===== src/rtl/uart_pkg.sv =====
// Shared UART definitions: frame geometry and transmitter state encoding.
// Kept separate so the receiver can use the same constants.
package uart_pkg;

  localparam int DATA_BITS = 8;
  localparam int STOP_BITS = 1;
  localparam int DIV_W     = 16;

  typedef logic [2:0] tx_state_t;

  localparam tx_state_t ST_IDLE   = 3'd0;
  localparam tx_state_t ST_START  = 3'd1;
  localparam tx_state_t ST_DATA   = 3'd2;
  localparam tx_state_t ST_PARITY = 3'd3;
  localparam tx_state_t ST_STOP   = 3'd4;

endpackage


===== src/rtl/uart_tx_if.sv =====
// Transmitter request/line bundle; slave is the transmitter, master the client.
interface uart_tx_if import uart_pkg::*; ();

  logic                 start_i;
  logic [DATA_BITS-1:0] data_i;
  logic                 parity_bit_i;
  logic                 parity_even_i;
  logic [DIV_W-1:0]     clock_divider_i;
  logic                 serial_o;
  logic                 busy_o;
  logic                 done_o;

  modport slave (
    input  start_i,
    input  data_i,
    input  parity_bit_i,
    input  parity_even_i,
    input  clock_divider_i,
    output serial_o,
    output busy_o,
    output done_o
  );

  modport master (
    output start_i,
    output data_i,
    output parity_bit_i,
    output parity_even_i,
    output clock_divider_i,
    input  serial_o,
    input  busy_o,
    input  done_o
  );

endinterface


===== src/rtl/uart_baud_counter.sv =====
// Bit-period counter: counts 0..D-1 and strobes on the last cycle of each bit.
// A divider of 0 behaves as 1, so the strobe then fires every cycle.
module uart_baud_counter import uart_pkg::*; (
  input  logic             clock_i,
  input  logic             reset_i,
  input  logic [DIV_W-1:0] divider_i,
  input  logic             restart_i,
  output logic             bit_end_o
);

  logic [DIV_W-1:0] cnt_q, cnt_d;
  logic [DIV_W-1:0] last_cnt;

  assign last_cnt  = (divider_i == '0) ? '0 : divider_i - 1'b1;
  assign bit_end_o = (cnt_q == last_cnt);

  always_comb begin
    cnt_d = cnt_q + 1'b1;
    if (restart_i || bit_end_o) begin
      cnt_d = '0;
    end
  end

  always_ff @(posedge clock_i or posedge reset_i) begin
    if (reset_i) begin
      cnt_q <= '0;
    end else begin
      cnt_q <= cnt_d;
    end
  end

endmodule


===== src/rtl/uart_tx.sv =====
// UART transmitter, 8N1 with optional parity, all outputs registered.
// States: IDLE wait | START low | DATA LSB first | PARITY | STOP high, then done pulse.
module uart_tx import uart_pkg::*; (
  input  logic clock_i,
  input  logic reset_i,
  uart_tx_if.slave tx_if
);

  tx_state_t            state_q, state_d;
  logic [DATA_BITS-1:0] data_q, data_d;
  logic [2:0]           bit_idx_q, bit_idx_d;
  logic [1:0]           stop_idx_q, stop_idx_d;
  logic                 par_en_q, par_en_d;
  logic                 par_even_q, par_even_d;
  logic [DIV_W-1:0]     div_q, div_d;
  logic                 serial_q, serial_d;
  logic                 busy_q, busy_d;
  logic                 done_q, done_d;

  logic                 bit_end;
  logic                 restart;
  logic                 parity;
  logic [2:0]           next_idx;

  // The counter is held at zero while idle so the start bit gets a full period.
  assign restart  = (state_q == ST_IDLE);
  assign parity   = par_even_q ? ^data_q : ~^data_q;
  assign next_idx = bit_idx_q + 3'd1;

  uart_baud_counter u_baud (
    .clock_i   (clock_i),
    .reset_i   (reset_i),
    .divider_i (div_q),
    .restart_i (restart),
    .bit_end_o (bit_end)
  );

  always_comb begin
    state_d    = state_q;
    data_d     = data_q;
    bit_idx_d  = bit_idx_q;
    stop_idx_d = stop_idx_q;
    par_en_d   = par_en_q;
    par_even_d = par_even_q;
    div_d      = div_q;
    serial_d   = serial_q;
    busy_d     = busy_q;
    done_d     = 1'b0;

    case (state_q)
      ST_IDLE: begin
        serial_d = 1'b1;
        busy_d   = 1'b0;
        if (tx_if.start_i) begin
          data_d     = tx_if.data_i;
          par_en_d   = tx_if.parity_bit_i;
          par_even_d = tx_if.parity_even_i;
          div_d      = tx_if.clock_divider_i;
          bit_idx_d  = 3'd0;
          stop_idx_d = 2'd0;
          serial_d   = 1'b0;
          busy_d     = 1'b1;
          state_d    = ST_START;
        end
      end

      ST_START: begin
        if (bit_end) begin
          bit_idx_d = 3'd0;
          serial_d  = data_q[0];
          state_d   = ST_DATA;
        end
      end

      ST_DATA: begin
        if (bit_end) begin
          if (bit_idx_q == 3'(DATA_BITS - 1)) begin
            if (par_en_q) begin
              serial_d = parity;
              state_d  = ST_PARITY;
            end else begin
              serial_d   = 1'b1;
              stop_idx_d = 2'd0;
              state_d    = ST_STOP;
            end
          end else begin
            bit_idx_d = next_idx;
            serial_d  = data_q[next_idx];
          end
        end
      end

      ST_PARITY: begin
        if (bit_end) begin
          serial_d   = 1'b1;
          stop_idx_d = 2'd0;
          state_d    = ST_STOP;
        end
      end

      ST_STOP: begin
        if (bit_end) begin
          if (stop_idx_q == 2'(STOP_BITS - 1)) begin
            serial_d = 1'b1;
            busy_d   = 1'b0;
            done_d   = 1'b1;
            state_d  = ST_IDLE;
          end else begin
            stop_idx_d = stop_idx_q + 2'd1;
          end
        end
      end

      default: begin
        serial_d = 1'b1;
        busy_d   = 1'b0;
        state_d  = ST_IDLE;
      end
    endcase
  end

  always_ff @(posedge clock_i or posedge reset_i) begin
    if (reset_i) begin
      state_q    <= ST_IDLE;
      data_q     <= '0;
      bit_idx_q  <= '0;
      stop_idx_q <= '0;
      par_en_q   <= 1'b0;
      par_even_q <= 1'b0;
      div_q      <= '0;
      serial_q   <= 1'b1;
      busy_q     <= 1'b0;
      done_q     <= 1'b0;
    end else begin
      state_q    <= state_d;
      data_q     <= data_d;
      bit_idx_q  <= bit_idx_d;
      stop_idx_q <= stop_idx_d;
      par_en_q   <= par_en_d;
      par_even_q <= par_even_d;
      div_q      <= div_d;
      serial_q   <= serial_d;
      busy_q     <= busy_d;
      done_q     <= done_d;
    end
  end

  assign tx_if.serial_o = serial_q;
  assign tx_if.busy_o   = busy_q;
  assign tx_if.done_o   = done_q;

endmodule


===== src/flat_wrapper.sv =====
// flat-port wrapper written by rule: the top's interface ports become plain ports
module uart_tx_flat import uart_pkg::*;
  (clock_i, reset_i, tx_if_start_i, tx_if_data_i, tx_if_parity_bit_i, tx_if_parity_even_i, tx_if_clock_divider_i, tx_if_serial_o, tx_if_busy_o, tx_if_done_o);
  uart_tx_if tx_if_i ();
  input  logic clock_i;
  input  logic reset_i;
  input wire logic [$bits(tx_if_i.start_i)-1:0] tx_if_start_i;
  input wire logic [$bits(tx_if_i.data_i)-1:0] tx_if_data_i;
  input wire logic [$bits(tx_if_i.parity_bit_i)-1:0] tx_if_parity_bit_i;
  input wire logic [$bits(tx_if_i.parity_even_i)-1:0] tx_if_parity_even_i;
  input wire logic [$bits(tx_if_i.clock_divider_i)-1:0] tx_if_clock_divider_i;
  output wire logic [$bits(tx_if_i.serial_o)-1:0] tx_if_serial_o;
  output wire logic [$bits(tx_if_i.busy_o)-1:0] tx_if_busy_o;
  output wire logic [$bits(tx_if_i.done_o)-1:0] tx_if_done_o;
  assign tx_if_i.start_i = tx_if_start_i;
  assign tx_if_i.data_i = tx_if_data_i;
  assign tx_if_i.parity_bit_i = tx_if_parity_bit_i;
  assign tx_if_i.parity_even_i = tx_if_parity_even_i;
  assign tx_if_i.clock_divider_i = tx_if_clock_divider_i;
  assign tx_if_serial_o = tx_if_i.serial_o;
  assign tx_if_busy_o = tx_if_i.busy_o;
  assign tx_if_done_o = tx_if_i.done_o;
  uart_tx u_core (.clock_i(clock_i), .reset_i(reset_i), .tx_if(tx_if_i));
endmodule

===== config.mk =====
export PLATFORM = sky130hd
export DESIGN_NAME = uart_tx_flat
export DESIGN_NICKNAME = d
export VERILOG_FILES = /design/src/rtl/uart_pkg.sv /design/src/rtl/uart_tx_if.sv /design/src/rtl/uart_baud_counter.sv /design/src/rtl/uart_tx.sv /design/src/flat_wrapper.sv
export SDC_FILE = /design/constraint.sdc
export NUM_CORES = 1
export LEC_CHECK = 0
export ABC_CLOCK_PERIOD_IN_PS = 9400
export BUFFER_PORTS_ARGS = -buffer_cell sky130_fd_sc_hd__buf_2
export CAP_MARGIN = 20
export CORE_ASPECT_RATIO = 1.2
export CORE_MARGIN = 2
export CORE_UTILIZATION = 50
export DETAILED_ROUTE_END_ITERATION = 8
export PLACE_DENSITY_LB_ADDON = 0.2
export SYNTH_ARGS = -nofsm -noshare
export SYNTH_HDL_FRONTEND = slang
export SYNTH_SLANG_ARGS = --single-unit

===== constraint.sdc =====
create_clock -name clock_i -period 9.4 [get_ports clock_i]
set_clock_uncertainty 0.15 [all_clocks]
set_input_delay 0.94 -clock clock_i [delete_from_list [all_inputs] [get_ports clock_i]]
set_output_delay 0.94 -clock clock_i [all_outputs]
set_load 0.03 [all_outputs]

==> results of run 1 <==
## registers in the layout (all words and copies together) (netlist names)
name / cells
u_core.bit_idx_q: 3
u_core.data_q: 8
u_core.div_q: 16
u_core.par_en_q: 1
u_core.par_even_q: 1
u_core.state_q: 3
u_core.stop_idx_q: 2
u_core.tx_if.busy_o: 1
u_core.tx_if.done_o: 1
u_core.tx_if.serial_o: 1
u_core.u_baud.cnt_q: 16
## worst reg2reg max path: stages (launching register included)
cell and delay [ns]:
dfrtp_1 0.41, inv_1 0.15, ha_1 0.21, or3b_2 0.53
or4_1 0.44, xor2_1 0.18, xnor2_1 0.13, o32a_1 0.38
a311oi_4 0.74, a21o_2 0.44, nor2_1 0.11
## power breakdown
part           switching [W]  internal (W)
Sequential         0.0000388      0.000248
Clock              0.0000860     0.0000815
Combinational      0.0000544     0.0000568
Total               0.000179      0.000387
## synthesized netlist by cell type, types with 2 or more instances
cell type and instances:
or2_2 4, nand2_1 85, or4_1 3, nand4_1 8
a211oi_1 3, xor2_1 14, xnor2_1 24, a21boi_0 3
nor2_1 36, o22ai_1 2, and3_1 5, mux2i_1 4
nand2_2 2, or3_4 2, a21o_1 4, clkbuf_1 15
nand3_1 14, buf_1 2, buf_6 2, or3_1 6
mux4_2 2, o211ai_1 3, dfrtp_1 52, nand2b_1 9
ha_1 5, nor4_4 3, o21ai_1 3, inv_1 11
a2111oi_0 2, a21oi_1 13, o21ai_0 12, nor4_1 6
nor3_1 13, nand3b_1 2
## routing by layer
metal / vias up / routed length, microns
met5: - / 0
met1: 1393 / 3540
met2: 71 / 3980
met3: 21 / 276
met4: 0 / 224
li1: 1461 / -
## cell type report
cell class	count	area (sq um)
clock inverters	3	47.5
clock buffers	5	68.8
fillers	643	2970
multi-input cells	324	2060
inverters	11	41.3
flip-flops and latches	53	1330
repair buffers	34	190
well taps	87	109
## logic make-up (layout without fill, tap and decap cells)
logic type | Yosys count | in the layout | synth area share (%)
flip-flops | 53 | 53 | 37.7
adder cells (fa/ha/maj) | 5 | 5 | 1.78
buffers and inverters | 32 | 53 | 3.98
AND/OR/NAND/NOR | 209 | 209 | 30.5
AO/OA/AOI/OAI | 65 | 65 | 13.6
multiplexers | 6 | 6 | 2.42
XOR/XNOR | 39 | 39 | 10.1
## worst min path at each step
stage,startpoint,endpoint,slack [ns]
floorplan,u_core.stop_idx_q[1],u_core.stop_idx_q[1],0.30
finish,u_core.stop_idx_q[1],u_core.stop_idx_q[1],0.36
global placement,u_core.stop_idx_q[1],u_core.stop_idx_q[1],0.34
CTS,u_core.stop_idx_q[1],u_core.stop_idx_q[1],0.37
detailed placement,u_core.stop_idx_q[1],u_core.stop_idx_q[1],0.35
global route,reset_i,u_core.tx_if.done_o,0.40
## per-stage QoR
step,cell area (sq um),hold slack (ns)
floorplan,3520,0.299
global placement,3710,0.343
detailed placement,3710,0.346
CTS,3820,0.370
global route,3840,0.397
finish,3840,0.360
==> summary.md, run 1 <==
| Metric | Value |
|---|---|
| Outcome | `finished clean` |
| Yosys warning count | `0` |
| Minimum clock period | `3.98 ns` |
| # DRC | `0` |
| Row count | `33` |
| DP Worst Slack | `5.48 ns` |
| Commonest cells after routing, fill and taps aside | `85 x nand2_1, 52 x dfrtp_1, 36 x nor2_1` |
| Initial core utilization | `51.7%` |
| CTS hold repair buffers | `0` |
| HPWL after detailed placement | `5.94 mm` |
| Hold Path Depth | `2` |
| Mapped Area | `3520 sq um` |
| Period utilisation layout | `42.4%` |
| RR Endpoint | `u_core.u_baud.cnt_q[6]` |
| Reg2Reg Depth | `10` |
| Pwr Total | `0.000566 W` |
| Via Count | `2,946` |
| CP arrival | `4.03 ns` |
| Reg-to-reg slack, setup | `5.42 ns` |
| Max cap viols | `0` |
| Wirelength per Cell | `15.5 microns` |
| Total GRT Usage | `22.4%` |
| DP Cell Count | `508` |
| Yosys top cell by area | `dfrtp_1` |
| Number of buffers created by CTS | `5` |
| CP bufs+invs | `1` |
| Worst relative slew slack | `44.3%` |
| Vias in the first global route | `2,880` |
| Top_reg_cell synth | `dfrtp_1` |
| Most common cell after layout, fill and taps aside | `nand2_1` |
| Root buf cell | `clkbuf_8` |
| Clk sinks | `53` |
| Via density | `5.70` |
| I/O pin cnt | `32` |
| Initial DRC count | `143` |
| Final setup fails | `0` |
| Count of cell types in the netlist | `69` |
| Type of destination of the critical path | `flip-flop` |
| Detail Route Antenna Nets | `0` |
| CP Depth | `10` |
| Ys async rst share | `100%` |
| GR peak layer | `met2` |
| Synth top area cells | `dfrtp_1 37%, nand2_1 9.1%, xnor2_1 6.0%` |
| Critical path class | `flip-flop to flip-flop` |
| Antenna violations before repair | `0` |
| Setup ws final | `5.42 ns` |
| Mapped Nets | `443` |
| Largest net degree at the start of global routing | `54` |
| Area Growth Syn to Fin | `9.13%` |
| Crit-path cells | `inv_1 > ha_1 > or3b_2 > or4_1 > xor2_1 > xnor2_1 > o32a_1 > a311oi_4 > a21o_2 > nor2_1` |
| Worst setup SP type | `flip-flop` |
| Worst-Skew Late Latency | `0.32 ns` |
| Setup TNS | `0 ns` |
| Core Region | `6810 sq um` |
| F_max | `251 MHz` |
| Crit-path max cell delay | `0.74 ns` |
| Filler-free cell count of the finished design | `517` |
| WP data required | `9.44 ns` |
| Sequential fraction of the synthesis area | `37.7%` |
| Max Buffers Root-to-Sink | `2` |
| GR Layer Usage met1 | `28.7%` |
| First-pass GRT wire length | `13.5 mm` |
| Worst vdd ir | `0.0964 mV` |
| RSZ-0062 raised after global routing | `false` |
| Yosys top cell area share | `37.0%` |
| Global route overflow | `0` |
| Number of synthesized flops with an enable pin | `0` |
| Worst slew pin tran | `0.833 ns` |
| Layout cell share with drive strength beyond 1 | `16.0%` |
| Nets | `463` |
| Syn Area/Cell | `8.61 sq um` |
| Setup repair bufs after CTS | `0` |
| Routed Wire Length | `8.02 mm` |
| Met2 Use GR | `38.5%` |
| Final core occ | `56.4%` |
| Crit path to | `u_core.u_baud.cnt_q[6]` |
| Power Density | `147 nW/um^2` |
| CTS clk-pin slew, worst paths | `0.10 ns` |
| GP Congestion | `0.913` |
| # diodes | `0` |
| Pleak | `1.69 nW` |
| Worst R2R Start | `u_core.div_q[0]` |
| Post-CTS sizing | `0` |
| Hold Path Class | `flip-flop to flip-flop` |
| Mapped Cells | `409` |
| GR met3 Demand/Resource | `3.47%` |
| Crit-path leading delay family | `compound AO/OA/AOI/OAI gates` |
| H-tree depth | `2` |
| Die H | `95.9 microns` |
| FF+latch count, synth | `53` |
| Die footprint | `7730 sq um` |
| Max stage delay cell, worst path | `a311oi_4` |
| CP max FO | `17` |
| Die Width | `80.6 microns` |
| CP startpoint | `u_core.div_q[0]` |
| Clock tree from TritonCTS | `done` |
| First drt pass iteration count | `5` |
| Port bufs | `31` |
| Max-slew violations | `0` |
| Hold Vio Cnt, Final | `0` |
(Power assumes the default switching activity.)
==> run 2, diff against run 1 <==
--- a/config.mk
+++ b/config.mk
@@ -5,7 +5,7 @@
 export SDC_FILE = /design/constraint.sdc
 export NUM_CORES = 1
 export LEC_CHECK = 0
-export ABC_CLOCK_PERIOD_IN_PS = 9400
+export ABC_CLOCK_PERIOD_IN_PS = 3500
 export BUFFER_PORTS_ARGS = -buffer_cell sky130_fd_sc_hd__buf_2
 export CAP_MARGIN = 20
 export CORE_ASPECT_RATIO = 1.2
==> constraint.sdc (replaced) <==
create_clock -name clock_i -period 3.5 [get_ports clock_i]
set_clock_uncertainty 0.15 [all_clocks]
set_input_delay 0.35 -clock clock_i [delete_from_list [all_inputs] [get_ports clock_i]]
set_output_delay 0.35 -clock clock_i [all_outputs]
set_load 0.03 [all_outputs]
==> summary.md, run 2 (synthesis results as in run 1) <==
| Metric | Value |
|---|---|
| Outcome | `finished clean (unchanged)` |
| Minimum clock period | `3.35 ns (was 3.98 ns)` |
| Die Width | `80.6 microns (unchanged)` |
| Antenna violations before repair | `0 (unchanged)` |
| Max-slew violations | `0 (unchanged)` |
| GP Congestion | `0.928 (was 0.913)` |
| Hold Path Class | `primary input to async pin (was flip-flop to flip-flop)` |
| Area Growth Syn to Fin | `13.0% (was 9.13%)` |
| CTS clk-pin slew, worst paths | `0.11 ns (was 0.10 ns)` |
| Vias in the first global route | `2,925 (was 2,880)` |
| Reg area | `1330 sq um (unchanged)` |
| Row count | `33 (unchanged)` |
| Largest registers | `u_core.div_q (16), u_core.u_baud.cnt_q (16), u_core.data_q (8) (unchanged)` |
| Clk sinks | `53 (unchanged)` |
| Pleak | `1.77 nW (was 1.69 nW)` |
| Power Density | `383 nW/um^2 (was 147 nW/um^2)` |
| Wirelength per Cell | `15.4 microns (was 15.5 microns)` |
| Critical path class | `flip-flop to flip-flop (unchanged)` |
| Fillers | `627 (was 643)` |
| Final setup fails | `0 (unchanged)` |
| CP max FO | `6 (was 17)` |
| First-pass GRT wire length | `13.5 mm (about the same)` |
| Setup TNS | `0 ns (unchanged)` |
| Final instance area | `3980 sq um (was 3840 sq um)` |
| Layout cell share with drive strength beyond 1 | `19.7% (was 16.0%)` |
| Die H | `95.9 microns (unchanged)` |
| Reg2Reg Depth | `11 (was 10)` |
| Core Region | `6810 sq um (unchanged)` |
| Detail Route Antenna Nets | `0 (unchanged)` |
| Via Count | `2,964 (was 2,946)` |
| Port bufs | `31 (unchanged)` |
| WP data required | `3.56 ns (was 9.44 ns)` |
| # DRC | `0 (unchanged)` |
| Period utilisation layout | `95.8% (was 42.4%)` |
| CP arrival | `3.41 ns (was 4.03 ns)` |
| Nets | `479 (was 463)` |
| Root buf cell | `clkbuf_8 (unchanged)` |
| Type of destination of the critical path | `flip-flop (unchanged)` |
| # diodes | `0 (unchanged)` |
| Clock tree from TritonCTS | `done (unchanged)` |
| I/O pin cnt | `32 (unchanged)` |
| Global route overflow | `0 (unchanged)` |
| Die footprint | `7730 sq um (unchanged)` |
| Routed Wire Length | `8.20 mm (was 8.02 mm)` |
| F_max | `298 MHz (was 251 MHz)` |
| Initial core utilization | `51.7% (unchanged)` |
| Number of buffers created by CTS | `5 (unchanged)` |
| Max cap viols | `0 (unchanged)` |
| Commonest cells after routing, fill and taps aside | `85 x nand2_1, 52 x dfrtp_1, 36 x nor2_1 (unchanged)` |
| Worst slew pin tran | `0.812 ns (was 0.833 ns)` |
| First drt pass iteration count | `4 (was 5)` |
| Largest net degree at the start of global routing | `39 (was 54)` |
| RSZ-0062 raised after global routing | `true (was false)` |
| Via density | `5.56 (was 5.70)` |
| Hold Vio Cnt, Final | `0 (unchanged)` |
| Total GRT Usage | `22.5% (was 22.4%)` |
| H-tree depth | `2 (unchanged)` |
| Worst setup SP type | `flip-flop (unchanged)` |
| Multi-input gate area | `2070 sq um (was 2060 sq um)` |
| Setup ws final | `0.147 ns (was 5.42 ns)` |
| Max Buffers Root-to-Sink | `2 (unchanged)` |
| Cell Area, Placed | `3820 sq um (was 3710 sq um)` |
| Most common cell after layout, fill and taps aside | `nand2_1 (unchanged)` |
| Worst-Skew Late Latency | `0.32 ns (about the same)` |
| Initial DRC count | `121 (was 143)` |
| DP Worst Slack | `0.000371 ns (was 5.48 ns)` |
| HPWL after detailed placement | `6.11 mm (was 5.94 mm)` |
| Worst relative slew slack | `45.7% (was 44.3%)` |
| Worst vdd ir | `0.220 mV (was 0.0964 mV)` |
run 2: report_power, final:
group	switching [W]	internal [W]	total [W]
logic	0.000151	0.000159	0.000310
clock network	0.000228	0.000219	0.000447
registers	0.0000985	0.000667	0.000766
total	0.000477	0.00104	0.00152
run 2: routing by layer:
layer	GRT usage, %	part of all wire [%]	vias to the layer above
li1	-	-	1489
met1	27.1	43	1411
met2	41.2	52	52
met3	3.75	2.8	12
met4	6.21	1.6	0
met5	0	0	-
run 2: cell type report:
| class | instances | area share, % |
|---|---|---|
| clock buffers | 5 | 1.73 |
| clock inverters | 3 | 1.20 |
| inverters | 11 | 1.04 |
| multi-input cells | 324 | 52.1 |
| flip-flops and latches | 53 | 33.4 |
| well taps | 87 | 2.74 |
| repair buffers | 50 | 7.83 |
run 2: path summary, 6_finish.rpt:
kind	end	from	slack (ns)
max	u_core.bit_idx_q[2]	u_core.div_q[0]	0.15
max in group asynchronous	u_core.u_baud.cnt_q[15]	reset_i	2.47
min in group clock_i	u_core.data_q[4]	tx_if_data_i[4]	0.05
max reg2reg	u_core.bit_idx_q[2]	u_core.div_q[0]	0.15
min	u_core.div_q[3]	reset_i	0.02
min reg2reg	u_core.stop_idx_q[1]	u_core.stop_idx_q[1]	0.34
run 2: critical path: stages, from the launching register on:
cell,delay (ns)
dfrtp_1,0.42
inv_1,0.09
ha_2,0.20
or3b_2,0.47
or4_4,0.44
xor2_2,0.17
xnor2_1,0.13
o32a_1,0.32
a311oi_4,0.31
buf_6,0.18
nor4b_4,0.24
o21ai_1,0.11
run 2: timing repair:
| item | CTS | global route |
|---|---|---|
| endpoints found under the setup margin | 3 | 26 |
| gates cloned | 0 | 1 |
| resized for setup | 1 | 3 |
| pin swaps | 0 | 2 |
| buffers inserted | 0 | 3 |
| hold buffers | 0 | 0 |
run 2: through the flow:
stage	utilization, %	power (W)	std cells	hold WS, ns
after floorplan	-	0.00100	409	0.299
after global placement	56.0	0.00107	521	0.319
after detailed placement	56.0	0.00108	521	0.317
after CTS	57.8	0.00153	529	0.0516
after global routing	58.4	0.00161	533	0.0702
final	58.4	0.00152	533	0.0177
==> run 3, diff against run 2 <==
--- a/config.mk
+++ b/config.mk
@@ -5,9 +5,9 @@
 export SDC_FILE = /design/constraint.sdc
 export NUM_CORES = 1
 export LEC_CHECK = 0
+export ABC_AREA = 1
 export ABC_CLOCK_PERIOD_IN_PS = 3500
 export BUFFER_PORTS_ARGS = -buffer_cell sky130_fd_sc_hd__buf_2
-export CAP_MARGIN = 20
 export CORE_ASPECT_RATIO = 1.2
 export CORE_MARGIN = 2
 export CORE_UTILIZATION = 50
==> summary.md, run 3 <==
| Metric | Value |
|---|---|
| Count of cell types in the netlist | `37 (was 69)` |
| Max stage delay cell, worst path | `dfrtp_1 (was or3b_2)` |
| Initial core utilization | `51.7% (about the same)` |
| Largest net degree at the start of global routing | `54 (was 39)` |
| First-pass GRT wire length | `13.8 mm (was 13.5 mm)` |
| Final setup fails | `0 (unchanged)` |
| Die Width | `80.6 microns (about the same)` |
| Port bufs | `31 (unchanged)` |
| Routed Wire Length | `8.12 mm (was 8.20 mm)` |
| CP arrival | `2.80 ns (was 3.41 ns)` |
| Global route overflow | `0 (unchanged)` |
| Crit-path cells | `inv_1 > ha_1 > nand2_2 > nor2_4 > nand2_4 > nand2_1 > nand2_1 > nand2_1 > nand3_1 > nor2_1 > nand3_1 > nor2_1 > nand2_1 > nand2_4 > nand3_2 > nand2_1 > nand2_1 (was inv_1 > ha_2 > or3b_2 > or4_4 > xor2_2 > xnor2_1 > o32a_1 > a311oi_4 > buf_6 > nor4b_4 > o21ai_1)` |
| Clock tree from TritonCTS | `done (unchanged)` |
| Syn Area/Cell | `7.31 sq um (was 8.61 sq um)` |
| Ys async rst share | `100% (unchanged)` |
| Hold Path Class | `primary input to flip-flop (was primary input to async pin)` |
| Commonest cells after routing, fill and taps aside | `117 x nand2_1, 73 x nor2_1, 56 x inv_1 (was 85 x nand2_1, 52 x dfrtp_1, 36 x nor2_1)` |
| Setup TNS | `0 ns (unchanged)` |
| Die H | `96.0 microns (was 95.9 microns)` |
| Critical path class | `flip-flop to flip-flop (unchanged)` |
| Clk sinks | `53 (unchanged)` |
| Vias in the first global route | `3,112 (was 2,925)` |
| CTS clk-pin slew, worst paths | `0.12 ns (was 0.11 ns)` |
| Outcome | `finished clean (unchanged)` |
| Core Region | `6810 sq um (unchanged)` |
| Post-CTS sizing | `0 (was 1)` |
| Area Growth Syn to Fin | `8.95% (was 13.0%)` |
| Period utilisation layout | `78.2% (was 95.8%)` |
| Yosys top cell by area | `dfrtp_1 (unchanged)` |
| Cell Area, Placed | `3740 sq um (was 3820 sq um)` |
| Detail Route Antenna Nets | `0 (unchanged)` |
| Worst setup SP type | `flip-flop (unchanged)` |
| Final instance area | `3840 sq um (was 3980 sq um)` |
| Minimum clock period | `2.74 ns (was 3.35 ns)` |
| Initial DRC count | `152 (was 121)` |
| Top_reg_cell synth | `dfrtp_1 (unchanged)` |
| Mapped Cells | `482 (was 409)` |
| Type of destination of the critical path | `flip-flop (unchanged)` |
| Mapped Area | `3520 sq um (about the same)` |
| HPWL after detailed placement | `6.26 mm (was 6.11 mm)` |
| Crit-path max cell delay | `0.38 ns (was 0.47 ns)` |
| # diodes | `0 (unchanged)` |
| First drt pass iteration count | `4 (unchanged)` |
| H-tree depth | `2 (unchanged)` |
| Leading cell types by count after synthesis | `117 x nand2_1, 73 x nor2_1, 57 x inv_1 (was 85 x nand2_1, 52 x dfrtp_1, 36 x nor2_1)` |
| GP Congestion | `0.918 (was 0.928)` |
| Worst relative slew slack | `25.2% (was 45.7%)` |
| Sequential fraction of the synthesis area | `37.7% (about the same)` |
| Most common cell in the synthesized netlist | `nand2_1 (unchanged)` |
| WP data required | `3.57 ns (was 3.56 ns)` |
| FF+latch count, synth | `53 (unchanged)` |
| RSZ-0062 raised after global routing | `false (was true)` |
| CTS hold repair buffers | `0 (unchanged)` |
| Worst-Skew Late Latency | `0.32 ns (about the same)` |
| Setup repair bufs after CTS | `0 (unchanged)` |
| Row count | `33 (unchanged)` |
| CP dominant cell by count | `nand2_1` |
| Via Count | `3,162 (was 2,964)` |
| F_max | `365 MHz (was 298 MHz)` |
| Hold Vio Cnt, Final | `0 (unchanged)` |
| Die footprint | `7740 sq um (was 7730 sq um)` |
| Power Density | `763 nW/um^2 (was 383 nW/um^2)` |
| Nets | `547 (was 479)` |
| Yosys warning count | `0 (unchanged)` |
| Most common cell after layout, fill and taps aside | `nand2_1 (unchanged)` |
| Worst slew pin tran | `1.12 ns (was 0.812 ns)` |
| CP max FO | `31 (was 6)` |
| Max Buffers Root-to-Sink | `2 (unchanged)` |
| Yosys top cell area share | `36.9% (was 37.0%)` |
| Largest registers | `u_core.div_q (16), u_core.u_baud.cnt_q (16), u_core.data_q (8) (unchanged)` |
| Max-slew violations | `0 (unchanged)` |
| Layout cell share with drive strength beyond 1 | `17.1% (was 19.7%)` |
| Number of synthesized flops with an enable pin | `0 (unchanged)` |
| Total GRT Usage | `22.8% (was 22.5%)` |
| I/O pin cnt | `32 (unchanged)` |
| Synth top area cells | `dfrtp_1 37%, nand2_1 12%, nor2_1 7.8% (was dfrtp_1 37%, nand2_1 9.1%, xnor2_1 6.0%)` |
| Root buf cell | `clkbuf_8 (unchanged)` |
| Antenna violations before repair | `0 (unchanged)` |
| Mapped Nets | `516 (was 443)` |
| Pleak | `1.89 nW (was 1.77 nW)` |
| # DRC | `0 (unchanged)` |
| Max cap viols | `0 (unchanged)` |
| Via density | `5.26 (was 5.56)` |
| Wirelength per Cell | `13.5 microns (was 15.4 microns)` |
| Number of buffers created by CTS | `5 (unchanged)` |
| Worst vdd ir | `0.542 mV (was 0.220 mV)` |
[run 3: cell count changes in the layout (fill, tap and decap cells not counted), sizes merged, moves of 13 or more]
cell   previous run  this run
inv              13        61
nor2             36        82
nand2            87       126
nand3            15        41
xnor2            24         4
buf              50        32
mux2              0        13
[run 3: power by group]
group,switching [W],internal (W),leakage (nW)
Sequential,0.000210,0.000823,0.657
Combinational,0.000941,0.000566,1.18
Clock,0.000238,0.000150,0.0506
[run 3: area by class of cell]
cell class | count | area [sq um]
sequential | 53 | 1330
multi-input combinational | 362 | 1920
inverter | 59 | 221
clock buffer | 5 | 68.8
timing repair buffer | 32 | 163
clock inverter | 3 | 28.8
fill | 649 | 2970
tap | 87 | 109
[run 3: routing by layer]
metal | vias up | share of wire, % | GRT usage, % | wire length (microns)
li1 | 1623 | - | - | -
met1 | 1463 | 43 | 26.2 | 3460
met2 | 53 | 51 | 41.8 | 4120
met3 | 23 | 2.4 | 2.81 | 198
met4 | 0 | 4.2 | 10.7 | 340
met5 | - | 0 | 0 | 0
[run 3: per-stage QoR]
step / worst slack (ns) / hold slack [ns] / total power (W) / std cells / util (%)
4_1_cts: 0.800 / 0.101 / 0.00293 / 601 / 56.3
3_5_place_dp: 0.823 / 0.307 / 0.00254 / 593 / 54.9
6_report: 0.763 / 0.105 / 0.00293 / 601 / 56.3
3_3_place_gp: 0.883 / 0.306 / 0.00251 / 593 / 54.9
2_1_floorplan: 1.22 / 0.296 / 0.00221 / 482 / -
5_1_grt: 0.478 / 0.0822 / 0.00321 / 601 / 56.3
[run 3: worst max-delay path, delay by kind of cell, from the launching register on]
kind,cells,cell delay (ns)
buffers and inverters,1,0.16
and+or+nand+nor,15,1.65
DFF,1,0.38
adders and majority gates,1,0.28
[run 3: kinds of logic after synthesis]
family | count (synthesis) | share of synthesized area [%]
compound gates | 43 | 6.57
xor+xnor | 11 | 2.73
fa+ha+maj | 5 | 1.78
buf+inv | 67 | 7.81
flops | 53 | 37.7
mux | 13 | 4.15
simple gates | 290 | 39.3
[run 3: path summary, 6_finish.rpt]
kind                                       start                endpoint  slack (ns)  cells past startpoint
setup / recovery                 u_core.div_q[0]     u_core.bit_idx_q[0]        0.76                     17
setup reg to reg                 u_core.div_q[0]     u_core.bit_idx_q[0]        0.76                     17
min in group asynchronous                reset_i        u_core.div_q[14]        0.15                      2
max in group asynchronous                reset_i  u_core.u_baud.cnt_q[6]        2.35                      2
hold reg to reg            u_core.tx_if.serial_o   u_core.tx_if.serial_o        0.34                      2
hold / removal                   tx_if_data_i[5]        u_core.data_q[5]        0.10                      2
